<file path="src/rtl/ptb_capture_ctrl_pkg.sv">
// Shared definitions for the pretrigger-buffer capture controller: default widths,
// FSM state encodings and header word field layout.
package ptb_capture_ctrl_pkg;

  localparam int unsigned DATA_W  = 22;
  localparam int unsigned PRE_W   = 5;
  localparam int unsigned POST_W  = 12;
  localparam int unsigned LTC_W   = 48;
  localparam int unsigned DROP_W  = 16;

  // Smallest pre-trigger depth the ptb supports; smaller requests are clipped up.
  localparam int unsigned MIN_PRE = 3;

  // Header word layout, LSB first: reserved 0, src, evt_len-1, ltc.
  localparam int unsigned HDR_SRC_BIT = 1;
  localparam int unsigned HDR_LEN_LSB = 2;

  typedef enum logic [2:0] {
    ST_IDLE     = 3'd0,
    ST_CFG      = 3'd1,
    ST_WAIT_RDY = 3'd2,
    ST_ARMED    = 3'd3,
    ST_CAPTURE  = 3'd4,
    ST_HDR      = 3'd5
  } state_t;

  function automatic int unsigned hdr_ltc_lsb(input int unsigned post_w);
    return HDR_LEN_LSB + post_w;
  endfunction

endpackage

</file>
<file path="src/rtl/ptb_trig_sel.sv">
// Trigger selection: rising-edge detect on the hw trigger level merged with the sw strobe.
// The edge register holds the previous level so the merged trigger lands in the same cycle as the edge.
module ptb_trig_sel (
  input  logic clk,
  input  logic rst_n,
  input  logic trig_in,
  input  logic sw_trig,
  output logic trig_c,
  output logic src_c
);

  logic trig_d;

  always_ff @(posedge clk or negedge rst_n) begin
    if (!rst_n) begin
      trig_d <= 1'b0;
    end else begin
      trig_d <= trig_in;
    end
  end

  // Software trigger owns the src bit when both fire together.
  assign trig_c = sw_trig | (trig_in & ~trig_d);
  assign src_c  = sw_trig;

endmodule

</file>
<file path="src/rtl/ptb_capture_ctrl.sv">
// Per-channel capture sequencer: configures and arms the pretrigger buffer, streams one
// pre+post+1 sample event into the wvb with an end-of-event marker, then writes its header.
module ptb_capture_ctrl
  import ptb_capture_ctrl_pkg::*;
#(
  parameter int unsigned P_DATA_WIDTH      = DATA_W,
  parameter int unsigned P_PRE_CONF_WIDTH  = PRE_W,
  parameter int unsigned P_POST_CONF_WIDTH = POST_W,
  parameter int unsigned P_LTC_WIDTH       = LTC_W,
  parameter int unsigned P_DROP_CNT_WIDTH  = DROP_W
) (
  input  logic                                     clk,
  input  logic                                     rst_n,
  input  logic                                     en,
  input  logic [P_PRE_CONF_WIDTH-1:0]              pre_conf,
  input  logic [P_POST_CONF_WIDTH-1:0]             post_conf,
  input  logic [P_LTC_WIDTH-1:0]                   ltc,
  input  logic                                     trig_in,
  input  logic                                     sw_trig,
  input  logic                                     ptb_rdy,
  input  logic [P_DATA_WIDTH-1:0]                  ptb_data,
  output logic                                     ptb_rst,
  output logic [P_PRE_CONF_WIDTH-1:0]              ptb_size_config,
  input  logic                                     wvb_afull,
  output logic                                     wvb_wr_en,
  output logic [P_DATA_WIDTH-1:0]                  wvb_din,
  output logic                                     hdr_wr_en,
  output logic [P_LTC_WIDTH+P_POST_CONF_WIDTH+1:0] hdr_data,
  output logic                                     armed,
  output logic [P_DROP_CNT_WIDTH-1:0]              drop_cnt
);

  localparam int unsigned CNT_W = ((P_PRE_CONF_WIDTH > P_POST_CONF_WIDTH) ?
                                   P_PRE_CONF_WIDTH : P_POST_CONF_WIDTH) + 1;
  localparam int unsigned HDR_W       = P_LTC_WIDTH + P_POST_CONF_WIDTH + 2;
  localparam int unsigned HDR_LTC_LSB = hdr_ltc_lsb(P_POST_CONF_WIDTH);

  state_t                        state;
  logic [P_POST_CONF_WIDTH-1:0]  post_q;
  logic [CNT_W-1:0]              remain;

  logic                          trig_c;
  logic                          src_c;
  logic [P_PRE_CONF_WIDTH-1:0]   pre_clip_c;
  logic                          cfg_same_c;
  logic [CNT_W-1:0]              span_c;
  logic [HDR_W-1:0]              hdr_c;
  logic                          unused_lsb;

  ptb_trig_sel u_trig_sel (
    .clk     (clk),
    .rst_n   (rst_n),
    .trig_in (trig_in),
    .sw_trig (sw_trig),
    .trig_c  (trig_c),
    .src_c   (src_c)
  );

  // The ptb lsb is replaced by the end-of-event marker.
  assign unused_lsb = ptb_data[0];

  assign pre_clip_c = (pre_conf < P_PRE_CONF_WIDTH'(MIN_PRE)) ?
                      P_PRE_CONF_WIDTH'(MIN_PRE) : pre_conf;
  assign cfg_same_c = (pre_clip_c == ptb_size_config) && (post_conf == post_q);
  assign span_c     = CNT_W'(ptb_size_config) + CNT_W'(post_q);

  always_comb begin
    hdr_c = '0;
    hdr_c[HDR_SRC_BIT]                         = src_c;
    hdr_c[HDR_LEN_LSB +: P_POST_CONF_WIDTH]    = P_POST_CONF_WIDTH'(span_c);
    hdr_c[HDR_LTC_LSB +: P_LTC_WIDTH]          = ltc;
  end

  // Sequencer; ptb_size_config doubles as the latched pre depth.
  always_ff @(posedge clk or negedge rst_n) begin
    if (!rst_n) begin
      state           <= ST_IDLE;
      post_q          <= '0;
      remain          <= '0;
      ptb_rst         <= 1'b0;
      ptb_size_config <= P_PRE_CONF_WIDTH'(MIN_PRE);
      wvb_wr_en       <= 1'b0;
      wvb_din         <= '0;
      hdr_wr_en       <= 1'b0;
      hdr_data        <= '0;
      armed           <= 1'b0;
      drop_cnt        <= '0;
    end else begin
      ptb_rst   <= 1'b0;
      wvb_wr_en <= 1'b0;
      hdr_wr_en <= 1'b0;
      case (state)
        ST_IDLE: begin
          if (en) begin
            state           <= ST_CFG;
            ptb_rst         <= 1'b1;
            ptb_size_config <= pre_clip_c;
            post_q          <= post_conf;
          end
        end
        ST_CFG: begin
          state <= ST_WAIT_RDY;
        end
        ST_WAIT_RDY: begin
          if (!en) begin
            state <= ST_IDLE;
          end else if (ptb_rdy) begin
            state <= ST_ARMED;
            armed <= 1'b1;
          end
        end
        ST_ARMED: begin
          if (!en) begin
            state <= ST_IDLE;
            armed <= 1'b0;
          end else if (trig_c) begin
            if (wvb_afull) begin
              if (drop_cnt != '1) begin
                drop_cnt <= drop_cnt + P_DROP_CNT_WIDTH'(1);
              end
            end else begin
              // First word is the sample the ptb presents this cycle.
              state     <= ST_CAPTURE;
              armed     <= 1'b0;
              wvb_wr_en <= 1'b1;
              wvb_din   <= {ptb_data[P_DATA_WIDTH-1:1], (span_c == '0)};
              remain    <= span_c;
              hdr_data  <= hdr_c;
            end
          end
        end
        ST_CAPTURE: begin
          if (remain != '0) begin
            wvb_wr_en <= 1'b1;
            wvb_din   <= {ptb_data[P_DATA_WIDTH-1:1], (remain == CNT_W'(1))};
            remain    <= remain - CNT_W'(1);
          end else begin
            state     <= ST_HDR;
            hdr_wr_en <= 1'b1;
          end
        end
        ST_HDR: begin
          if (!en) begin
            state <= ST_IDLE;
          end else if (cfg_same_c) begin
            state <= ST_ARMED;
            armed <= 1'b1;
          end else begin
            state           <= ST_CFG;
            ptb_rst         <= 1'b1;
            ptb_size_config <= pre_clip_c;
            post_q          <= post_conf;
          end
        end
        default: begin
          state <= ST_IDLE;
          armed <= 1'b0;
        end
      endcase
    end
  end

endmodule
</file>
<file path="config.mk">
export PLATFORM = sky130hd
export DESIGN_NAME = ptb_capture_ctrl
export DESIGN_NICKNAME = d
export VERILOG_FILES = /design/src/rtl/ptb_capture_ctrl_pkg.sv /design/src/rtl/ptb_trig_sel.sv /design/src/rtl/ptb_capture_ctrl.sv
export SDC_FILE = /design/constraint.sdc
export NUM_CORES = 1
export LEC_CHECK = 0
export CAP_MARGIN = 25
export CORE_MARGIN = 2
export CORE_UTILIZATION = 45
export CTS_CLUSTER_SIZE = 8
export DETAILED_ROUTE_END_ITERATION = 10
export PLACE_DENSITY = 0.78
export SYNTH_ARGS = -nofsm -noshare
export SYNTH_HDL_FRONTEND = slang
export SYNTH_SLANG_ARGS = --single-unit
export TNS_END_PERCENT = 10
</file>
<file path="constraint.sdc">
create_clock -name clk -period 2.85 [get_ports clk]
set_input_delay 0.7125 -clock clk [delete_from_list [all_inputs] [get_ports clk]]
set_output_delay 0.7125 -clock clk [all_outputs]
set_load 0.005 [all_outputs]
</file>
* Yosys cells after proc, flatten, opt, wreduce, memory -nomap -nowiden
Index checks and enable logic that the tools add are counted.
** Word-level totals
- Flip-flop bits (word level) :: 137
** Cells by class
- $add $sub $neg :: 3
- Muxes and demuxes :: 48
- Eq/ne operators :: 23
- Order comparisons :: 1
- Bitwise logic cells :: 5
- Reductions and logical operators :: 13
** Operators by type and width (count)
- $mux 22 :: 4
- $mux 13 :: 4
- $pmux 22 s2 :: 1
- $mux 12 :: 3
- $pmux 13 s2 :: 1
- $pmux 12 s2 :: 1
- $ne 2x2->1 const B :: 11
- $mux 3 :: 7
- $mux 5 :: 4
- $pmux 3 s6 :: 1
- $add 16x1->16 const B :: 1
- $mux 1 :: 16
- $ne 16x16->1 const B :: 1
- $reduce_and 5->1 :: 3
- $add 5x12->13 :: 1
- $eq 13x1->1 const B :: 1
- $logic_not 13->1 :: 1
- $reduce_bool 13->1 :: 1
- $sub 13x1->13 const B :: 1
- $eq 12x12->1 :: 1
- $pmux 5 s2 :: 1
- $ne 3x3->1 const B :: 3
- $reduce_and 4->1 :: 2
- $reduce_and 7->1 :: 1
- other kinds (15) :: 22

* Logic depth before layout (Yosys ltp)
Gate-level depths: netlist of the first run.
- Depth after elaboration :: 7
- Depth in mapped cells :: 9
- Depth with buffers taken out :: 9

* Modules after synthesis
Synthesis of the first run repeated with hierarchy kept, for this count alone.
** Unflattened totals
- Cell total of the unflattened synthesis :: 673
- Area, all modules :: 6342.3 um2
** Modules (own cells, without submodules)
- ptb_capture_ctrl :: seq. area each 3405.8 um2, cells an instance 669, area an instance 6298.5 um2, times used 1
- ptb_trig_sel :: seq. area each 25.0 um2, cells an instance 4, area an instance 43.8 um2, times used 1

* Worst setup path before layout of the first run
OpenSTA, ideal clock, no wires.
- Path kind :: in2reg
- From :: input pre_conf[4]
- To :: register post_q[6]
- Setup slack :: 0.420 ns
- Required time :: 2.725 ns
- Arrival time :: 2.305 ns
- Stages :: 7
- Cell sequence :: nor3_2 a21oi_1 o32a_1 o2111a_2 o21ai_4 inv_6 mux2_4
** Between the ends
- Word-level cells in the longest chain between the ends :: 6
** Ends and longest elaborated chain
- start, declared :: line ptb_capture_ctrl.sv:15 : input logic [P_PRE_CONF_WIDTH-1:0] pre_conf,
- $lt 5x2->1 :: line ptb_capture_ctrl.sv:62 : assign pre_clip_c = (pre_conf < P_PRE_CONF_WIDTH'(MIN_PRE)) ?
- $mux 5 (*) :: line ptb_capture_ctrl.sv:62
- $eq 5x5->1 (*) :: line ptb_capture_ctrl.sv:64 : assign cfg_same_c = (pre_clip_c == ptb_size_config) && (post_conf == post_q);
- $logic_and 1x1->1 (*) :: line ptb_capture_ctrl.sv:64
- $ne 2x2->1 (no source line) (*)
- $reduce_and 4->1 (no source line) (*)
- end signal, assigned :: line ptb_capture_ctrl.sv:98 : post_q <= post_conf;
- end signal, assigned :: line ptb_capture_ctrl.sv:152 : post_q <= post_conf;
- end, declared :: line ptb_capture_ctrl.sv:39 : logic [P_POST_CONF_WIDTH-1:0] post_q;
Every way passes the cells marked *; elsewhere a longest branch is shown, timed or not.
A chain may end at the register's enable or synchronous reset.

* Final worst setup path of the first run
- From :: input post_conf[9]
- To :: register post_q[9]
** Between the ends
- Word-level cells in the longest chain between the ends :: 4
- Elaborated cells between the ends (all ways) :: 8
- Classes of those cells :: 2 x eq/ne; 4 x mux; 2 x reduce/logical
** Ends and longest elaborated chain
- start, declared :: line ptb_capture_ctrl.sv:16 : input logic [P_POST_CONF_WIDTH-1:0] post_conf,
- $eq 12x12->1 :: line ptb_capture_ctrl.sv:64
- $logic_and 1x1->1 :: line ptb_capture_ctrl.sv:64
- $ne 2x2->1 (no source line)
- $reduce_and 4->1 (no source line)
Several ways; a longest one is shown, not always the timed one. The select of a mux whose other input is x is not followed.

==> results of run 1 <==
## state kept, by name, summed over array words and instances, names as in the netlist
register	flops
u_trig_sel.trig_d	1
ptb_size_config	5
remain	13
post_q	12
armed	1
wvb_wr_en	1
wvb_din	22
drop_cnt	16
hdr_data	61
hdr_wr_en	1
state	3
ptb_rst	1
## layout by cell type, fill, tap and decap left out, types with 5 or more instances in the layout
cell type and n:
and3_1 6, nand2_1 190, mux2_4 6, ha_1 8
nor4_1 9, buf_4 15, clkdlybuf4s50_1 199, nor3_1 7
inv_1 12, nand3_1 15, mux2_2 30, xnor2_1 11
bufinv_16 5, clkbuf_16 17, xor2_1 31, o21ai_0 26
nor2_1 22, a21oi_1 23, dfrtp_1 135
## logic make-up after synthesis
family | count (synthesis) | share of synthesized area [%]
AO/OA/AOI/OAI | 84 | 8.57
adder cells (fa/ha/maj) | 9 | 1.89
other | 1 | 0.0589
AND/OR/NAND/NOR | 276 | 19.2
buffers and inverters | 44 | 3.19
XOR/XNOR | 42 | 5.78
multiplexers | 40 | 7.37
flip-flops | 137 | 53.9
## routing by layer
metal / up-vias / part of all wire, % / GRT usage, %
li1: 2549 / - / -
met1: 2584 / 40 / 26.7
met2: 181 / 51 / 37.9
met3: 23 / 7.3 / 7.24
met4: 0 / 1.8 / 8.26
met5: - / 0 / 0
## metrics by stage
step,instances,hold slack (ns)
CTS,1033,0.277
global route,1033,0.304
global placement,1001,0.457
detailed placement,1001,0.462
floorplan,633,0.417
finish,1033,0.266
## where the power goes
part	total [uW]	switching [uW]	leakage, uW	internal (uW)
Sequential	3480	710	0.00172	2770
Clock	2410	792	0.000318	1620
Combinational	3890	1650	0.00211	2230
Total	9780	3150	0.00415	6620
## final cells by class
cell class,count,share of cell area (%)
Clock buffer,24,5.18
Inverter,13,0.578
Tap cell,180,2.42
Clock inverter,8,1.78
Multi-Input combinational cell,452,29.6
Timing Repair Buffer,219,23.6
Sequential cell,137,36.9
## worst register-to-register path: stages (launching register included)
cell	delay [ns]
dfstp_2	0.59
ha_1	0.18
inv_1	0.05
fa_1	0.39
nand2b_1	0.18
a21oi_1	0.17
xnor2_1	0.19
nor3b_1	0.31
o2111ai_1	0.19
o31ai_1	0.26
## worst paths after layout
check,endpoint,cells after the start
worst max-delay path,post_q[9]$_DFFE_PN0P_,9
worst min-delay path,drop_cnt[15]$_DFFE_PN0P_,1
worst max register to register,wvb_din[0]$_DFFE_PN0P_,9
worst min register to register,hdr_data[1]$_DFFE_PN0P_,2
max in group asynchronous,hdr_data[19]$_DFFE_PN0P_,2
min in group clk,hdr_data[1]$_DFFE_PN0P_,2
==> results.json, run 1 <==
{
  "ys_types": 60,
  "io_pins": 203,
  "final_layout_size_suffix_gt1_share_pct": 11.5,
  "grt_pass1_wl_mm": 26.3,
  "finalSetupViolCount": 0,
  "clkSinkCount": 137,
  "crit_family": "buffers and inverters",
  "numCtsBuffers": 17,
  "final_cell_area_um2": 9300,
  "hp-class": "primary input to asynchronous set/reset pin",
  "die_w_um": 123,
  "ctsHoldBuffers": 0,
  "yosysMostFrequentCell": "nand2_1",
  "fin_worst_skew_ns": 0.00597,
  "fp.dieH_um": 123,
  "cts_tree": "done",
  "cts-root-buf": "clkbuf_16",
  "dp_hpwl_mm": 11.8,
  "grt_max_degree": 60,
  "synth_cells": 633,
  "fin_crit_ns": 2.63,
  "htreeDepth": 4,
  "status": "finished clean",
  "slowest_stage": "clkdlybuf4s50_1",
  "netlist_top_cells_count": "190 x nand2_1, 135 x dfrtp_1, 31 x xor2_1",
  "synth-seq-area-share_pct": 53.9,
  "cts.path.max_buffers": 2,
  "vdd_drop_max_v": 0.000535,
  "path_clk_slew_ns": 0.06,
  "synth.largest_area_cell": "dfrtp_1",
  "ys_seq_elements": 137,
  "finalSetupTns_ns": 0,
  "fin_crit_sh_pct": 92.2,
  "ys_warn_count": 0,
  "slew_headroom_pct": 62.8,
  "drv_cap": 0,
  "syn_area_per_cell_um2": 10.1,
  "fillers": 1056,
  "worst_setup_path_start_kind": "primary input",
  "synth_top_cell_area_share_pct": 53.1,
  "row_count": 43,
  "via_count": 5337,
  "post_drt_via_cell_ratio": 5.17,
  "placed_area_um2": 8660,
  "worstPathMaxFanout": 10,
  "initial_utilization_pct": 46.0,
  "cp-end-kind": "flip-flop",
  "area_growth_pct": 46.2,
  "hold_viol": 0,
  "synth_area_um2": 6360,
  "nets": 943,
  "worst_slack_ns": 0.223,
  "drc": 0,
  "power.total_uw": 9780,
  "wl_mm": 16.7,
  "synth_edf_count": 0,
  "yosys-top-cells-area": "dfrtp_1 53%, nand2_1 11%, mux2_2 5.3%",
  "regArea_um2": 3430,
  "coreArea_um2": 13800,
  "drt_iter0_markers": 238,
  "drtPass1Iterations": 5,
  "max_freq_mhz": 381,
  "place_ws_ns": -0.210,
  "diodes": 0,
  "cp-startpoint": "post_conf[9]",
  "worstSetupPathType": "primary input to flip-flop",
  "powerDensity_nw_per_um2": 1050,
  "r2r_slack_ns": 0.25,
  "crit_chain": "clkdlybuf4s50_1, xor2_1, nor4_2, nand4_1, o2111a_2, o21ai_4, buf_12, inv_6, mux2_4",
  "cp.arrival_ns": 2.92,
  "cp.required_ns": 3.14,
  "wl_per_cell_um": 16.2,
  "r2r_start": "ptb_size_config[0]$_DFFE_PN1P_",
  "cts_resized": 0,
  "yosys_most_used_dff": "dfrtp_1",
  "synth_fp_nets": 736,
  "post_cts_buffers": 0,
  "port_buffers": 200,
  "worst_pin_slew_ns": 0.553,
  "gp_congestion": 0.850,
  "final_util_pct": 67.3,
  "antenna_found_initial": 0,
  "cp_slowest_stage_delay_ns": 0.44,
  "grt_usage_pct": 22.4,
  "die-area_um2": 15100,
  "first_global_vias": 5348,
  "ant_nets": 0,
  "rsz0062_at_grt": "no",
  "multi_input_area_um2": 2750,
  "async_flop_share_pct": 100,
  "critPathBufInv": 3,
  "final_max_slew_viol_count": 0,
  "power.static_leakage_uw": 0.00415,
  "clk_latency_ns": 0.42,
  "grt_overflow_total": 0
}
Note: power is estimated with default switching activity, not from simulation.
==> run 2, diff against run 1 <==
- ABC_AREA: default -> 1
- PLACE_DENSITY: 0.78 -> 0.77
==> run 2 against run 1 <==
First-iteration DRC count grew 53%. Flip-flop and latch count is the same. Wire length grew 3.0%. Critical endpoint is now wvb_din[0]$_DFFE_PN0P_. Highest routed layer unchanged.
==> results.json, run 2 <==
{
  "status": "finished clean",
  "whs_ns": 0.251,
  "initial_utilization_pct": 46.3,
  "synth_area_um2": 6760,
  "p_int_uw": 3500,
  "fp.dieH_um": 127,
  "rsz0062_at_grt": "no",
  "cts_resized": 0,
  "clk_latency_ns": 0.41,
  "largest_register_ffs": 61,
  "htreeDepth": 4,
  "synth_fp_nets": 956,
  "antenna_found_initial": 0,
  "synth_cells": 853,
  "worst_setup_path_start_kind": "flip-flop",
  "fillers": 1226,
  "fin_crit_sh_pct": 80.8,
  "yosys_most_used_dff": "dfrtp_1",
  "hold_viol": 0,
  "final_max_slew_viol_count": 0,
  "max_freq_mhz": 434,
  "grt_max_degree": 52,
  "cp.arrival_ns": 2.64,
  "largestRegisters": "hdr_data (61), wvb_din (22), drop_cnt (16)",
  "p_comb_share_pct": 8.0,
  "top_register": "hdr_data",
  "r2r_slack_ns": 0.55,
  "wl_mm": 17.2,
  "post_drt_via_cell_ratio": 4.92,
  "io_pins": 203,
  "synth_top_cell_area_share_pct": 50.0,
  "powerDensity_nw_per_um2": 473,
  "grt_use_met1_pct": 29.1,
  "yosys-top-cells-area": "dfrtp_1 50%, nand2_1 22%, nand3_1 3.9%",
  "fin_worst_skew_ns": 0.00667,
  "cts_tree": "done",
  "grt_busiest_layer": "met2",
  "finalSetupViolCount": 0,
  "drv_cap": 0,
  "r2r_start": "ptb_size_config[0]$_DFFE_PN1P_",
  "diodes": 0,
  "ant_nets": 0,
  "final_cell_mix": "393 x nand2_1, 199 x clkdlybuf4s50_1, 135 x dfrtp_1",
  "syn_area_per_cell_um2": 7.93,
  "drt_iter0_markers": 364,
  "pwr-share-clk_pct": 47.5,
  "cp-end-kind": "flip-flop",
  "grt_usage_pct": 22.3,
  "regArea_um2": 3430,
  "p_sw_uw": 1000,
  "synth_compound_area_share_pct": 5.27,
  "grt_pass1_wl_mm": 28.9,
  "synth_top_family_by_area": "simple AND/OR/NAND/NOR gates",
  "synth_edf_count": 0,
  "wl_per_cell_um": 13.7,
  "worstPathMaxFanout": 5,
  "rr_worst_depth": 14,
  "synth-simple-area-share_pct": 32.1,
  "async_flop_share_pct": 100,
  "grt_util_met2_pct": 36.0,
  "synthMuxAreaShare_pct": 0,
  "power_frac_seq_pct": 44.6,
  "path_clk_slew_ns": 0.05,
  "die_w_um": 127,
  "finalSetupTns_ns": 0,
  "power.total_uw": 4500,
  "grt_overflow_total": 0,
  "vdd_drop_max_v": 0.000428,
  "area_growth_pct": 40.6,
  "drc": 0,
  "clkSinkCount": 137,
  "synthAdderAreaFrac_pct": 1.78,
  "post_synth_xor_area_fraction_pct": 4.26,
  "swShare_pct": 22.2,
  "cts-root-buf": "clkbuf_16",
  "row_count": 44,
  "synth.largest_area_cell": "dfrtp_1",
  "power.static_leakage_uw": 0.00470,
  "yosysMostFrequentCell": "nand2_1",
  "cp.required_ns": 3.18,
  "nets": 1157,
  "cts.path.max_buffers": 2,
  "post_cts_buffers": 0,
  "placed_area_um2": 8930,
  "numCtsBuffers": 17,
  "ys_warn_count": 0,
  "hp-class": "primary input to asynchronous set/reset pin",
  "multi_input_area_um2": 2940,
  "fin_crit_ns": 2.30,
  "synth-seq-area-share_pct": 50.7,
  "ctsHoldBuffers": 0,
  "via_count": 6147,
  "die-area_um2": 16000,
  "ys_seq_elements": 137,
  "crit-reg2reg-capture": "wvb_din[0]$_DFFE_PN0P_",
  "ys_types": 48,
  "netlist_top_cells_count": "393 x nand2_1, 135 x dfrtp_1, 56 x inv_1",
  "coreArea_um2": 14600,
  "final_common_cell": "nand2_1",
  "drtPass1Iterations": 4,
  "use_met3_pct": 4.98,
  "final_cell_area_um2": 9510,
  "final_layout_size_suffix_gt1_share_pct": 6.47,
  "final_util_pct": 65.2,
  "first_global_vias": 6040,
  "gp_congestion": 0.920,
  "dp_hpwl_mm": 12.5,
  "worstSetupPathType": "flip-flop to flip-flop",
  "port_buffers": 200
}
[run 2: how the worst max path moves through the flow]
stage                                   start                  endpoint  cells after the start
3_5_place_dp                          trig_in     remain[5]$_DFFE_PN0P_                      8
5_1_grt        ptb_size_config[0]$_DFFE_PN1P_    wvb_din[0]$_DFFE_PN0P_                     14
4_1_cts        ptb_size_config[0]$_DFFE_PN1P_    wvb_din[0]$_DFFE_PN0P_                     14
2_1_floorplan  ptb_size_config[0]$_DFFE_PN1P_    wvb_din[0]$_DFFE_PN0P_                     14
3_3_place_gp                               en  drop_cnt[10]$_DFFE_PN0P_                      7
6_report       ptb_size_config[0]$_DFFE_PN1P_    wvb_din[0]$_DFFE_PN0P_                     14
[run 2: worst max-delay path, stage by stage, from the launching register on]
cell,delay (ns)
dfstp_2,0.57
ha_1,0.20
inv_1,0.07
fa_1,0.39
inv_1,0.13
nand3_1,0.10
nand2_1,0.10
nand2_1,0.07
nand2_1,0.08
nand2_1,0.07
nand2_1,0.09
nand2_1,0.06
nor2_1,0.13
nand2_1,0.07
a21oi_1,0.11
[run 2: cell families after synthesis]
group	Yosys count
xor gates and xnor gates	32
other	1
adders and majority gates	9
AOI/OAI and AO/OA	59
buffers and inverters	88
DFF	137
and+or+nand+nor	527
[run 2: layer usage]
metal	routed length [um]	share of wire (%)
met3	1070	6.2
met1	7490	44
met5	0	0
met2	8150	47
met4	477	2.8
[run 2: layout make-up]
class,count,area share (%)
inverter,59,2.36
multi-input combinational,628,31.0
sequential,137,36.1
tap,184,2.42
timing repair buffer,211,22.1
clock inverter,12,1.33
clock buffer,19,4.76
[run 2: metrics by stage]
| step | cells | worst slack [ns] |
|---|---|---|
| after floorplan | 853 | 0.819 |
| final | 1250 | 0.546 |
| after detailed placement | 1219 | 0.333 |
| after global routing | 1250 | 0.295 |
| after CTS | 1250 | 0.564 |
| after global placement | 1219 | 0.372 |
[run 2: power by group through the flow]
| stage | clock (uW) | sequential [uW] | combinational (uW) |
|---|---|---|---|
| after global routing | 2270 | 2010 | 397 |
| after detailed placement | 0 | 2040 | 360 |
| final | 2140 | 2010 | 358 |
| after global placement | 0 | 2040 | 354 |
| after floorplan | 0 | 2030 | 116 |
| after CTS | 2190 | 2000 | 363 |
